[config.mk]
export PLATFORM = sky130hd
export DESIGN_NAME = tone_gain_meter
export DESIGN_NICKNAME = d
export VERILOG_FILES = /design/src/rtl/tone_gain_meter.sv
export SDC_FILE = /design/constraint.sdc
export NUM_CORES = 1
export LEC_CHECK = 0
export CORE_UTILIZATION = 50
export CTS_BUF_LIST = sky130_fd_sc_hd__clkbuf_4 sky130_fd_sc_hd__clkbuf_8 sky130_fd_sc_hd__clkbuf_16
export CTS_CLUSTER_SIZE = 25
export DETAILED_ROUTE_END_ITERATION = 6
export DONT_BUFFER_PORTS = 1
export SETUP_SLACK_MARGIN = 0.05
export SLEW_MARGIN = 20
export SYNTH_ARGS = -nofsm -noshare
export SYNTH_HDL_FRONTEND = slang
export SYNTH_SLANG_ARGS = --single-unit
export TNS_END_PERCENT = 10
[constraint.sdc]
create_clock -name clk -period 13.3 [get_ports clk]
set_clock_uncertainty 0.05 [all_clocks]
set_input_delay 1.33 -clock clk [delete_from_list [all_inputs] [get_ports clk]]
set_output_delay 1.33 -clock clk [all_outputs]
set_load 0.02 [all_outputs]
[src/rtl/tone_gain_meter.sv]
// Windowed min/max capture on a stimulus/response ADC pair, reporting peak-to-peak
// amplitudes and a fixed-point log2 gain of the response relative to the stimulus.
module tone_gain_meter #(
  parameter int DW     = 12,
  parameter int WINDOW = 16,
  parameter int FRAC   = 3
) (
  input  logic                               clk,
  input  logic                               rst_n,
  input  logic                               start,
  input  logic                               continuous,
  input  logic                               abort,
  input  logic                               smp_valid,
  input  logic signed [DW-1:0]               in_smp,
  input  logic signed [DW-1:0]               out_smp,
  output logic                               res_valid,
  input  logic                               res_ready,
  output logic [DW:0]                        in_pp,
  output logic [DW:0]                        out_pp,
  output logic signed [$clog2(DW+1)+FRAC:0]  gain_l2,
  output logic                               in_zero,
  output logic                               busy,
  output logic                               overrun
);

  localparam int LW = $clog2(DW+1);
  localparam int CW = $clog2(WINDOW);

  typedef enum logic [1:0] {IDLE, ACC, LOG, DONE} state_t;

  state_t                    state_q, state_d;
  logic [CW-1:0]             cnt_q, cnt_d;
  logic signed [DW-1:0]      in_min_q, in_min_d, in_max_q, in_max_d;
  logic signed [DW-1:0]      out_min_q, out_min_d, out_max_q, out_max_d;
  logic [DW:0]               in_pp_q, in_pp_d, out_pp_q, out_pp_d;
  logic signed [LW+FRAC:0]   gain_q, gain_d;
  logic                      in_zero_q, in_zero_d;
  logic                      res_valid_q, res_valid_d;
  logic                      overrun_q, overrun_d;

  logic [DW:0]               in_pp_w, out_pp_w;
  logic signed [LW+FRAC:0]   gain_w;

  // {msb index, FRAC bits below the msb}; normalising the msb to bit DW zero-pads short values.
  function automatic logic [LW+FRAC-1:0] log2q(input logic [DW:0] x);
    logic [LW-1:0] msb;
    logic [DW:0]   norm;
    msb = '0;
    for (int i = 0; i <= DW; i++) begin
      if (x[i]) msb = LW'(i);
    end
    norm = x << (LW'(DW) - msb);
    return {msb, FRAC'(norm >> (DW - FRAC))};
  endfunction

  // Sign-extend before subtracting so full-scale swings fit without overflow.
  assign in_pp_w  = {in_max_q[DW-1], in_max_q} - {in_min_q[DW-1], in_min_q};
  assign out_pp_w = {out_max_q[DW-1], out_max_q} - {out_min_q[DW-1], out_min_q};
  assign gain_w   = (in_pp_w == '0) ? '0
                  : $signed({1'b0, log2q(out_pp_w)}) - $signed({1'b0, log2q(in_pp_w)});

  always_comb begin
    state_d     = state_q;
    cnt_d       = cnt_q;
    in_min_d    = in_min_q;
    in_max_d    = in_max_q;
    out_min_d   = out_min_q;
    out_max_d   = out_max_q;
    in_pp_d     = in_pp_q;
    out_pp_d    = out_pp_q;
    gain_d      = gain_q;
    in_zero_d   = in_zero_q;
    res_valid_d = res_valid_q;
    overrun_d   = overrun_q;
    case (state_q)
      IDLE: begin
        if (start) begin
          state_d = ACC;
          cnt_d   = '0;
        end
      end
      ACC: begin
        if (smp_valid) begin
          if (cnt_q == '0) begin
            in_min_d  = in_smp;
            in_max_d  = in_smp;
            out_min_d = out_smp;
            out_max_d = out_smp;
          end else begin
            in_min_d  = (in_smp  < in_min_q)  ? in_smp  : in_min_q;
            in_max_d  = (in_smp  > in_max_q)  ? in_smp  : in_max_q;
            out_min_d = (out_smp < out_min_q) ? out_smp : out_min_q;
            out_max_d = (out_smp > out_max_q) ? out_smp : out_max_q;
          end
          cnt_d = cnt_q + CW'(1);
          if (cnt_q == CW'(WINDOW - 1)) begin
            state_d = LOG;
            cnt_d   = '0;
          end
        end
      end
      LOG: begin
        in_pp_d     = in_pp_w;
        out_pp_d    = out_pp_w;
        gain_d      = gain_w;
        in_zero_d   = (in_pp_w == '0);
        res_valid_d = 1'b1;
        state_d     = DONE;
      end
      DONE: begin
        if (res_ready) begin
          res_valid_d = 1'b0;
          state_d     = continuous ? ACC : IDLE;
          cnt_d       = '0;
        end
      end
      default: state_d = IDLE;
    endcase
    if (abort) begin
      state_d     = IDLE;
      cnt_d       = '0;
      res_valid_d = 1'b0;
    end
  end

  always_ff @(posedge clk or negedge rst_n) begin
    if (!rst_n) begin
      state_q     <= IDLE;
      cnt_q       <= '0;
      in_min_q    <= '0;
      in_max_q    <= '0;
      out_min_q   <= '0;
      out_max_q   <= '0;
      in_pp_q     <= '0;
      out_pp_q    <= '0;
      gain_q      <= '0;
      in_zero_q   <= 1'b0;
      res_valid_q <= 1'b0;
      overrun_q   <= 1'b0;
    end else begin
      state_q     <= state_d;
      cnt_q       <= cnt_d;
      in_min_q    <= in_min_d;
      in_max_q    <= in_max_d;
      out_min_q   <= out_min_d;
      out_max_q   <= out_max_d;
      in_pp_q     <= in_pp_d;
      out_pp_q    <= out_pp_d;
      gain_q      <= gain_d;
      in_zero_q   <= in_zero_d;
      res_valid_q <= res_valid_d;
      overrun_q   <= overrun_d;
    end
  end

  assign res_valid = res_valid_q;
  assign in_pp     = in_pp_q;
  assign out_pp    = out_pp_q;
  assign gain_l2   = gain_q;
  assign in_zero   = in_zero_q;
  assign busy      = (state_q != IDLE);
  assign overrun   = overrun_q;

endmodule
Word level (Yosys, flattened, before mapping)
Index checks and enable logic that the tools add are counted.
{ "word_totals": {"reg_bits": 90, "in_bits": 31, "output_inout_bits": 38, "word_cells": 97} }
{ "classes": {"addsub": 6, "n_lt_le_gt_ge": 4, "n_eq_ne": 8, "n_shift": 2, "n_mux": 49, "n_reduce_logical": 17} }
{ "op_table": {"columns": ["op", "n"], "rows": [
  ["$mux 12", 8],
  ["$mux 4", 24],
  ["$shl 13x4->12", 2],
  ["$sub 12x12->13", 2],
  ["$gt 12x12->1", 2],
  ["$lt 12x12->1", 2],
  ["$mux 2", 7],
  ["$logic_not 13->1", 1],
  ["$ne 3x3->1 const B", 4],
  ["$pmux 4 s3", 1],
  ["$reduce_and 3->1", 4],
  ["$reduce_bool 2->1", 5],
  ["$mux 8", 1],
  ["$pmux 2 s4", 1],
  ["$reduce_and 4->1", 2],
  ["$sub 4x4->4 const A", 2],
  ["$sub 7x7->8", 1],
  ["$mux 1", 5],
  ["$add 4x1->4 const B", 1],
  ["$eq 2x2->1 const B", 2],
  ["$eq 4x4->1 const B", 1],
  ["$logic_not 4->1", 1],
  ["$reduce_bool 4->1", 1],
  ["$mux 3", 1],
  ["other kinds (5)", 5]
]} }

Depth between registers and ports, before layout
Gate-level depths: netlist (run 1).
{ "logic_depth": {"word_depth": 17, "depth_mapped": 28, "depth_no_buf": 27} }

Least setup slack after synthesis (run 1)
No wires, ideal clock.
{ "synth_timing": {"kind": "reg-to-reg", "startpoint": "register out_min_q[0]", "endpoint": "register gain_q[7] (netlist: gain_l2[7])", "setup_ns": 0.064, "arrival_ns": 5.153, "t_required_ns": 13.186, "path_slack_ns": 8.033, "path_stages_with_launch": 24, "n_path_buf": 1, "synth_period_minus_slack_ns": 5.267, "path_cell_list": "dfrtp_1 > ha_1 > fa_1 > nand2b_1 > a21oi_2 > o31ai_1 > a21oi_2 > xor2_1 > a211oi_1 > o31ai_2 > buf_6 > ha_1 > mux4_1 > nor3b_1 > a211o_1 > ha_1 > nor2b_1 > o21ai_0 > nand2b_1 > a21o_1 > a21o_1 > a21o_1 > a211oi_1 > a21o_1"} }
{ "synth_between": {"elab_chain_len": 17} }
{ "synth_lines": {"columns": ["item", "line_no", "rtl"], "rows": [
  ["start: declaration", "34", "logic signed [DW-1:0] out_min_q, out_min_d, out_max_q, out_max_d;"],
  ["start signal: assignment", "145", "out_min_q <= out_min_d;"],
  ["$sub 12x12->13 *", "58", "assign out_pp_w = {out_max_q[DW-1], out_max_q} - {out_min_q[DW-1], out_min_q};"],
  ["$mux 1", "50", "if (x[i]) msb = LW'(i);"],
  ["$mux 2 (2 in a row)", "50", null],
  ["$mux 3", "50", null],
  ["$mux 4 (8 in a row)", "50", null],
  ["$sub 4x4->4", "52", "norm = x << (LW'(DW) - msb);"],
  ["$shl 13x4->12", "52", null],
  ["$sub 7x7->8 *", "60", ": $signed({1'b0, log2q(out_pp_w)}) - $signed({1'b0, log2q(in_pp_w)});"],
  ["$mux 8 *", "59", "assign gain_w = (in_pp_w == '0) ? '0"],
  ["end signal: assignment", "149", "gain_q <= gain_d;"],
  ["end: declaration", "36", "logic signed [LW+FRAC:0] gain_q, gain_d;"]
]} }
Mark *: on every way between the ends. The rest lies on a longest branch, timed or not.
A chain may end at the register's enable or synchronous reset.

Worst setup path in the final report (run 1)
Same ends and word-level chain as after synthesis.

==> reports/qor.txt, run 1 <==
Outcome -> finished clean
Total iterations of the first detailed-routing run -> 4
Vias in the first global route -> 5753
Compound-Gate Fraction of Synth Area -> 0.207
Post-synth ARST share -> 1.00
First-pass GRT wire length -> 28500 microns
Synthesized flop and latch total -> 90
Root buffer cell -> clkbuf_16
DIE AREA -> 15500 sq um
Clock Latency Late Sink -> 0.36 ns
EDFF count, synth -> 0
Crit Path Category -> flip-flop to flip-flop
WL final -> 16500 microns
Setup crit end kind -> flip-flop
TritonCTS Sinks -> 90
Gates resized, CTS repair -> 0
Largest net degree at the start of global routing -> 91
Area contributors post-synth -> dfrtp_1 30%, ha_1 15%, mux2_2 9.8%
Least-Margin Pin Slew -> 0.999 ns
Synth top area share -> 0.301
Setup TNS -> 0 ns
Dominant cell type by area after synthesis -> dfrtp_1
Final setup viols -> 0
Worst EP required -> 13.54 ns
Number of different library cells in the post-synthesis netlist -> 95
Crit-path max FO -> 15
Reg clk slew, reported paths -> 0.07 ns
Die W -> 124 microns
Final Hold Fails -> 0
GRT overflow -> 0
Core ar. -> 14600 sq um
Post-synthesis mux area share -> 0.124
Antenna cells -> 0
Mapped cell area -> 7480 sq um
Worst-case clock buffer depth -> 2
Final min period -> 6.38 ns
Syn_area_per_cell -> 9.91 sq um
Area growth syn-to-layout -> 6.91%
Normalized max-slew margin -> 0.330
Hold_buf cts -> 0
Synth warnings -> 0
Layout Nets -> 872
Detail Route Antenna Nets -> 0
RSZ-0062 raised after global routing -> false
Synth Flop Type -> dfrtp_1
Synth Area in Adders -> 0.155
Initial antenna violation count -> 0
GRT met1 Usage -> 0.296
MaxCap Viol Count -> 0
Die Y -> 124 microns
CTS tree -> yes
Syn Inst Count -> 755
GPL Wtd Cong -> 0.871
H-Tree Depth -> 3
Initial core utilization -> 0.513
Fin crit share -> 0.480
Arr. time, crit path -> 6.62 ns
Post-Synth Simple-Gate Area -> 0.129
Syn Nets -> 877
Drt wl/cell -> 17.6 microns
Type of the most critical hold path -> flip-flop to flip-flop
TritonCTS buffer count -> 9
Sequential share of the synthesized area -> 0.301
Slew Viols, Final -> 0
FP Rows -> 44
Largest family of logic cells by synthesized area -> compound AO/OA/AOI/OAI gates
XOR/XNOR Fraction of Synth Area -> 0.0319
Most frequent cell after synthesis -> dfrtp_1
Gr busiest metal -> met2
GRT Overall Usage -> 0.225
WHS Path Cells -> 1
IO buf count -> 0
Setup Buffers After CTS -> 0
R2R depth -> 22
Vias -> 5546
Startpoint types -> flip-flop
Fillers -> 1317
IO Count -> 69
Drt drc -> 0
Vias per cell -> 5.91
Met2 usage -> 0.375
Post-DP HPWL -> 12900 microns
DR iter-0 viols -> 301
Share of cells above drive strength 1 -> 0.179
Met3 usage -> 0.0348
Top cell types by occurrence after synthesis -> 90 x dfrtp_1, 88 x ha_1, 72 x inv_1
FMAX -> 157 MHz
[state kept, by name (all words and copies together), names as in the netlist, 2 cells and up]
name and count:
cnt_q 4, gain_l2 8, in_max_q 12, in_min_q 12, in_pp 13, out_max_q 12
out_min_q 12, out_pp 13, state_q 2
[cell families (layout without fill, tap and decap cells)]
logic type | count (synthesis) | after routing
DFF | 90 | 90
and+or+nand+nor | 176 | 176
muxes | 79 | 79
other | 1 | 1
buffers and inverters | 94 | 93
AOI/OAI and AO/OA | 201 | 201
adders and majority gates | 91 | 91
xor gates and xnor gates | 23 | 23
[cell usage in the layout, fill, tap and decap left out, types with 12 or more instances in the layout]
cell type,instances
nor2b_1,13
nor2_1,52
o21a_1,16
dfrtp_1,90
a21oi_1,36
xnor2_1,12
nand2_1,30
a21o_1,17
ha_1,88
o21ai_0,32
mux2_2,65
inv_1,72
[final timing paths]
path	from	to	slack, ns
setup / recovery	out_min_q[0]	gain_l2[7]	6.92
hold / removal	in_min_q[9]	in_min_q[9]	0.46
setup reg to reg	out_min_q[0]	gain_l2[7]	6.92
hold reg to reg	in_min_q[9]	in_min_q[9]	0.46
max in group asynchronous	rst_n	in_max_q[1]	12.45
min in group asynchronous	rst_n	out_min_q[2]	0.61
[critical path: stages (launching register included)]
cell and delay, ns:
dfrtp_1 0.42, ha_1 0.23, fa_1 0.39, nand2b_1 0.19
a21oi_2 0.21, o31ai_1 0.11, a21oi_2 0.14, xor2_1 0.45
a211oi_1 0.12, o31ai_2 0.86, ha_1 0.54, mux4_1 0.61
nor3b_1 0.17, a211o_1 0.24, ha_1 0.28, nor2b_1 0.12
o21ai_0 0.16, nand2b_1 0.10, a21o_1 0.19, a21o_1 0.19
a21o_1 0.18, a211oi_1 0.23, a21o_1 0.11
[routing by layer]
layer	vias to the layer above	part of all wire	wire length, microns
met5	-	0	0
met4	0	0.017	286
met3	18	0.031	518
met2	91	0.48	7900
met1	2685	0.47	7830
li1	2752	-	-
[metrics by stage]
stage	area, sq um	setup slack [ns]	utilization	hold slack [ns]	instances
4_1_cts	8000	6.95	0.548	0.460	938
6_report	8000	6.92	0.548	0.455	938
2_1_floorplan	7480	8.03	-	0.431	755
3_3_place_gp	7640	7.15	0.524	0.439	923
5_1_grt	8000	6.48	0.548	0.476	938
3_5_place_dp	7640	6.99	0.524	0.445	923
[final cells by class]
cell class,instances,area (sq um),share of cell area
inverter,73,274,0.0343
tap,184,230,0.0288
timing repair buffer,5,37.5,0.00469
sequential,90,2250,0.282
multi-input combinational,571,4850,0.606
clock buffer,9,225,0.0282
clock inverter,6,130,0.0163
Power of run 1 is not shown: default switching activity piles up to over one toggle a cycle in this logic, so the estimate is an artifact.
==> run 2, diff against run 1 <==
--- a/config.mk
+++ b/config.mk
@@ -10,6 +10,7 @@
 export CTS_CLUSTER_SIZE = 25
 export DETAILED_ROUTE_END_ITERATION = 6
 export DONT_BUFFER_PORTS = 1
+export PLACE_DENSITY = 0.68
 export SETUP_SLACK_MARGIN = 0.05
 export SLEW_MARGIN = 20
 export SYNTH_ARGS = -nofsm -noshare
==> constraint.sdc (replaced) <==
create_clock -name clk -period 5.1 [get_ports clk]
set_clock_uncertainty 0.05 [all_clocks]
set_input_delay 0.51 -clock clk [delete_from_list [all_inputs] [get_ports clk]]
set_output_delay 0.51 -clock clk [all_outputs]
set_load 0.02 [all_outputs]
==> run 2 against run 1 <==
Effect of this change: core utilization increased by 5.2 points; via count grew 7.5%; highest routed layer unchanged; cell count up 7.8%; first-iteration DRC count down 9.3%; hold slack worse by 0.44 ns; largest cell class unchanged; routed wire length grew 7.4%; design area rose by 9.5%; global-route usage increased by 1.0 points; maximum frequency grew 27%; critical path depth increased by 1; count of clock-buffer cells in the layout rose by 2; flip-flop and latch count stayed put.
==> reports/qor.txt, run 2 (same netlist as run 1, synthesis figures left out) <==
Vias in the first global route -> 6142 (+6.8%)
Drt drc -> 0 (unchanged)
Post-DP HPWL -> 13500 microns (+5.2%)
GRT overflow -> 0 (unchanged)
Total iterations of the first detailed-routing run -> 5 (+1)
GRT Overall Usage -> 0.235 (+0.0100)
Setup crit end kind -> flip-flop
Final Hold Fails -> 0 (unchanged)
Clock Latency Late Sink -> 0.36 ns (about the same)
Crit Path Category -> flip-flop to flip-flop
FF-to-FF Start -> out_min_q[0]
Worst R2R Setup Slack -> 0.09 ns (-6.84 ns)
R2R depth -> 23 (+4.5%)
Min Hold Slack -> 0.0107 ns (-0.445 ns)
Crit-path max FO -> 3 (-12)
FP Rows -> 44 (unchanged)
Worst-case clock buffer depth -> 2 (unchanged)
Die W -> 124 microns (unchanged)
H-Tree Depth -> 3 (unchanged)
R2r endpoint -> gain_l2[7]
Area growth syn-to-layout -> 17.0%
Layout Nets -> 944 (+8.3%)
Die Y -> 124 microns (unchanged)
FMAX -> 199 MHz (+27%)
Slew Viols, Final -> 0 (unchanged)
Root buffer cell -> clkbuf_16
Final Util -> 0.600 (+0.0520)
Commonest non-fill, non-tap cell in the layout -> dfrtp_1
Normalized max-slew margin -> 0.454 (+0.123)
Outcome -> finished clean
Final min period -> 5.01 ns (-1.36 ns)
Core ar. -> 14600 sq um (unchanged)
Drt wl/cell -> 17.6 microns (-0.37%)
DR iter-0 viols -> 273 (-9.3%)
Reg clk slew, reported paths -> 0.07 ns (about the same)
Share of cells above drive strength 1 -> 0.296 (+0.117)
CTS tree -> yes
Vias per cell -> 5.90 (-0.29%)
Worst EP required -> 5.35 ns (-8.19 ns)
RSZ-0062 raised after global routing -> true
Final setup viols -> 0 (unchanged)
Startpoint types -> flip-flop
Fillers -> 1195 (-9.3%)
Fin crit share -> 0.983 (+0.504)
MaxCap Viol Count -> 0 (unchanged)
Antenna cells -> 0 (unchanged)
DIE AREA -> 15500 sq um (unchanged)
Initial core utilization -> 0.513 (unchanged)
Setup TNS -> 0 ns (unchanged)
Largest net degree at the start of global routing -> 91 (unchanged)
IO buf count -> 0 (unchanged)
WL final -> 17800 microns (+7.4%)
GPL Wtd Cong -> 0.847 (-2.7%)
TritonCTS buffer count -> 9 (unchanged)
TritonCTS Sinks -> 90 (unchanged)
Detail Route Antenna Nets -> 0 (unchanged)
Most frequent cells in the layout -> 90 x dfrtp_1, 80 x ha_1, 73 x buf_4
IO Count -> 69 (unchanged)
Type of the most critical hold path -> input pin to asynchronous set/reset pin
Arr. time, crit path -> 5.26 ns (-1.36 ns)
First-pass GRT wire length -> 29700 microns (+4.3%)
Initial antenna violation count -> 0 (unchanged)
Vias -> 5960 (+7.5%)
Least-Margin Pin Slew -> 0.817 ns (-0.182 ns)
[run 2: changes by cell type in the layout (fill, tap and decap cells not counted), moves of 3 or more]
| cell | change |
|---|---|
| a211oi_1 | -3 |
| a21oi_1 | -3 |
| a21oi_4 | +3 |
| buf_4 | +68 |
| buf_6 | +3 |
| bufinv_16 | -3 |
| ha_1 | -8 |
| ha_2 | +5 |
| ha_4 | +3 |
| o21ai_0 | -6 |
| o21ai_1 | +4 |
[run 2: critical path, cell delays in order, from the launching register on]
cell and delay (ns):
dfrtp_1 0.41, ha_4 0.17, fa_2 0.39, nand2b_4 0.17, a21oi_4 0.17, o31a_1 0.21
o21ai_2 0.10, xnor2_2 0.18, buf_4 0.15, a211oi_4 0.20, o31ai_4 0.10, ha_4 0.28
mux4_2 0.50, nor3b_4 0.18, a211o_1 0.28, ha_1 0.27, nor2b_1 0.13, o21ai_1 0.14
nand2b_1 0.10, a21o_1 0.16, a21o_1 0.16, a21o_1 0.16, a211oi_2 0.17, a21o_1 0.11
[run 2: how the worst max path moves through the flow]
stage | startpoint | cells after the start | end | slack [ns]
floorplan | in_min_q[0] | 24 | gain_l2[7] | 0.06
global placement | out_min_q[1] | 23 | gain_l2[7] | 0.08
detailed placement | out_max_q[0] | 23 | gain_l2[7] | -0.06
CTS | out_max_q[0] | 25 | gain_l2[7] | 0.06
global route | out_min_q[1] | 24 | gain_l2[6] | -0.10
finish | out_min_q[0] | 23 | gain_l2[7] | 0.09
[run 2: what timing repair did]
item / CTS / global route
hold buffers: 1 / 0
endpoints found under the setup margin: 2 / 4
gates resized for setup: 10 / 35
setup buffers: 7 / 9
endpoints found under the hold margin: 90 / 0
pin swaps: 10 / 26
gates cloned: 0 / 0
[run 2: cell type report]
class,count,area (sq um),area share
clock buffers,11,246,0.0282
flip-flops and latches,90,2250,0.257
multi-input cells,571,5080,0.580
repair buffers,77,609,0.0696
well taps,184,230,0.0263
inverters,73,274,0.0313
clock inverters,5,62.6,0.00714
[run 2: per-layer routing]
metal | global-route usage | part of all wire | up-vias
met4 | 0.0985 | 0.026 | 0
li1 | - | - | 2888
met1 | 0.303 | 0.46 | 2902
met2 | 0.385 | 0.47 | 138
met3 | 0.0468 | 0.045 | 32
met5 | 0 | 0 | -
[run 2: metrics by stage]
step / instances / instance area (sq um) / worst slack [ns]
after floorplan: 755 / 7540 / 0.0621
after global placement: 978 / 8120 / 0.0810
after detailed placement: 978 / 8120 / -0.0635
after CTS: 1002 / 8550 / 0.0582
after global routing: 1011 / 8760 / -0.101
final: 1011 / 8760 / 0.0857
Power of run 2 is left out for the same reason.
==> run 3, diff against run 2 <==
--- a/config.mk
+++ b/config.mk
@@ -5,6 +5,7 @@
 export SDC_FILE = /design/constraint.sdc
 export NUM_CORES = 1
 export LEC_CHECK = 0
+export ABC_AREA = 1
 export CORE_UTILIZATION = 50
 export CTS_BUF_LIST = sky130_fd_sc_hd__clkbuf_4 sky130_fd_sc_hd__clkbuf_8 sky130_fd_sc_hd__clkbuf_16
 export CTS_CLUSTER_SIZE = 25
==> run 3 against run 2 <==
Effect of this change: first-iteration DRC count increased by 53%; non-clock buffer count is 69 lower; synthesized area fell by 4.0%; via count grew 4.7%; critical path depth is 1 higher; cell count grew 16%; synthesized cell count grew 31%; sequential share of layout area is 3.6 points higher; routed wire length down 6.0%; critical endpoint is now gain_l2[6].
==> reports/qor.txt, run 3 <==
CTS tree -> yes
Worst-case clock buffer depth -> 2 (unchanged)
Vias in the first global route -> 5780 (-5.9%)
Drt drc -> 0 (unchanged)
Startpoint types -> flip-flop
Fin crit share -> 0.922 (-0.0609)
DR iter-0 viols -> 417 (+53%)
Drt wl/cell -> 14.2 microns (-19%)
Crit-path slowest cell -> ha_2
CP delay by family, top -> adder cells
MaxCap Viol Count -> 0 (unchanged)
Outcome -> finished clean
Least-Margin Pin Slew -> 0.805 ns (-0.0124 ns)
Final Hold Fails -> 0 (unchanged)
TritonCTS buffer count -> 9 (unchanged)
IO buf count -> 0 (unchanged)
Mapped cell area -> 7180 sq um (-4.0%)
Initial core utilization -> 0.515 (+0.00244)
Synth top area share -> 0.314 (+0.0126)
GRT overflow -> 0 (unchanged)
Top cell types by occurrence after synthesis -> 239 x nand2_1, 140 x inv_1, 98 x nand3_1
Type of the most critical hold path -> input pin to asynchronous set/reset pin
Synth Flop Type -> dfrtp_1
Final setup viols -> 0 (unchanged)
Clock Latency Late Sink -> 0.35 ns (about the same)
Synthesized flop and latch total -> 90 (unchanged)
EDFF count, synth -> 0 (unchanged)
Initial antenna violation count -> 0 (unchanged)
First-pass GRT wire length -> 27600 microns (-7.2%)
Synth warnings -> 0 (unchanged)
Area growth syn-to-layout -> 7.13%
Buf/Inv on CP -> 3 (+2)
Sequential share of the synthesized area -> 0.314 (+0.0126)
Vias per cell -> 5.31 (-9.9%)
Crit-path max FO -> 12 (+9)
IO Count -> 69 (unchanged)
Arr. time, crit path -> 4.93 ns (-0.33 ns)
Share of cells above drive strength 1 -> 0.0603 (-0.236)
Syn_area_per_cell -> 7.24 sq um (-27%)
Crit path largest cell delay -> 0.50 ns (about the same)
Antenna cells -> 0 (unchanged)
Dominant cell type by area after synthesis -> dfrtp_1
Root buffer cell -> clkbuf_16
Normalized max-slew margin -> 0.462 (+0.00867)
Die Y -> 122 microns (-2.0%)
Total iterations of the first detailed-routing run -> 6 (+1)
Vias -> 6238 (+4.7%)
Setup TNS -> 0 ns (unchanged)
DIE AREA -> 14800 sq um (-4.0%)
Critical Path, Cell by Cell -> inv_1 -> ha_1 -> fa_1 -> inv_1 -> nand3_2 -> nand2_2 -> nand4_1 -> o2111ai_2 -> xor2_2 -> nand2_2 -> ha_2 -> inv_1 -> nand3_1 -> nand3_1 -> nand3_1 -> nand2_1 -> ha_1 -> fa_1 -> o21ai_0 -> nand2_1 -> nand2_1 -> a21oi_1 -> xor2_1 -> o21ai_0
Slew Viols, Final -> 0 (unchanged)
Core ar. -> 13900 sq um (-4.5%)
Syn Nets -> 1114 (+27%)
FMAX -> 213 MHz (+6.6%)
Number of different library cells in the post-synthesis netlist -> 44 (-54%)
GPL Wtd Cong -> 0.939 (+11%)
Crit Path Category -> flip-flop to flip-flop
Min Hold Slack -> 0.0142 ns (+0.00349 ns)
Detail Route Antenna Nets -> 0 (unchanged)
TritonCTS Sinks -> 90 (unchanged)
Post-synth ARST share -> 1.00 (unchanged)
Layout Nets -> 1112 (+18%)
Reg clk slew, reported paths -> 0.06 ns (about the same)
Worst EP required -> 5.32 ns (-0.03 ns)
Final min period -> 4.70 ns (-0.311 ns)
RSZ-0062 raised after global routing -> false
Final WS setup -> 0.396 ns (+0.311 ns)
WL final -> 16700 microns (-6.0%)
Area contributors post-synth -> dfrtp_1 31%, ha_1 15%, nand2_1 12%
GRT Overall Usage -> 0.237 (+0.00103)
Syn Inst Count -> 992 (+31%)
Largest net degree at the start of global routing -> 91 (unchanged)
H-Tree Depth -> 3 (unchanged)
Die W -> 122 microns (-2.0%)
FP Rows -> 43 (-2.3%)
Placed inst area -> 7340 sq um (-9.6%)
Pre-CTS setup slack -> 0.258 ns (+0.322 ns)
Most frequent cells in the layout -> 239 x nand2_1, 140 x inv_1, 98 x nand3_1
Design Area, Final -> 7690 sq um (-12%)
Post-DP HPWL -> 12600 microns (-6.7%)
Commonest non-fill, non-tap cell in the layout -> nand2_1
Setup crit end kind -> flip-flop
Most frequent cell after synthesis -> nand2_1
## run 3: cell count changes after synthesis, moves of 13 or more
cell | previous run | this run
nor2b_1 | 13 | 0
o21ai_0 | 32 | 65
inv_1 | 72 | 140
nand3_1 | 10 | 98
mux2_2 | 65 | 0
nor2_1 | 52 | 71
a21o_1 | 17 | 1
nand2_1 | 30 | 239
a21oi_1 | 36 | 78
## run 3: worst paths after layout
path / start / to / slack [ns] / cells after the start
hold / removal: rst_n / out_pp[11] / 0.01 / 1
max in group asynchronous: rst_n / in_min_q[5] / 4.63 / 1
hold reg to reg: out_max_q[4] / out_max_q[4] / 0.46 / 2
min in group clk: abort / res_valid / 0.17 / 1
setup reg to reg: out_max_q[0] / gain_l2[6] / 0.40 / 24
setup / recovery: out_max_q[0] / gain_l2[6] / 0.40 / 24
## run 3: kinds of logic after synthesis
family                     after synthesis  synth area share
DFF                                     90             0.314
buffers and inverters                  164            0.0887
and+or+nand+nor                        448             0.269
adders and majority gates               91             0.162
AOI/OAI and AO/OA                      183             0.144
other                                    1          0.000522
xor gates and xnor gates                15            0.0225
## run 3: timing repair
action                                 CTS  global route
endpoints found under the hold margin   90             0
hold buffers                             1             0
setup buffers                            0             2
setup endpoints to repair                0             3
resized for setup                        0             5
## run 3: area by class of cell
class                           count  area (sq um)
Clock buffer                       14           282
Inverter                          143           537
Clock inverter                      2          10.0
Timing Repair Buffer                8          80.1
Fill cell                        1334          6240
Multi-Input combinational cell    738          4310
Tap cell                          180           225
Sequential cell                    90          2250
## run 3: metrics by stage
stage          std cells   util
6_report            1175  0.552
5_1_grt             1175  0.552
4_1_cts             1173  0.550
3_5_place_dp        1156  0.527
3_3_place_gp        1156  0.527
2_1_floorplan        992      -
## run 3: layer usage
metal,vias to the layer above,global-route usage,share of wire
met5,-,0,0
met4,0,0.0802,0.014
met3,15,0.0473,0.055
met2,143,0.364,0.43
met1,2821,0.329,0.50
li1,3259,-,-
## run 3: worst register-to-register path, stage by stage, from the launching register on
cell and delay (ns):
dfrtp_1 0.39, inv_1 0.07, ha_1 0.19, fa_1 0.40, inv_1 0.08, nand3_2 0.07, nand2_2 0.11, nand4_1 0.10
o2111ai_2 0.14, xor2_2 0.38, nand2_2 0.24, ha_2 0.50, inv_1 0.15, nand3_1 0.11, nand3_1 0.07, nand3_1 0.08
nand2_1 0.07, ha_1 0.23, fa_1 0.41, o21ai_0 0.24, nand2_1 0.10, nand2_1 0.07, a21oi_1 0.07, xor2_1 0.14
o21ai_0 0.15
Power of run 3 is left out for the same reason.
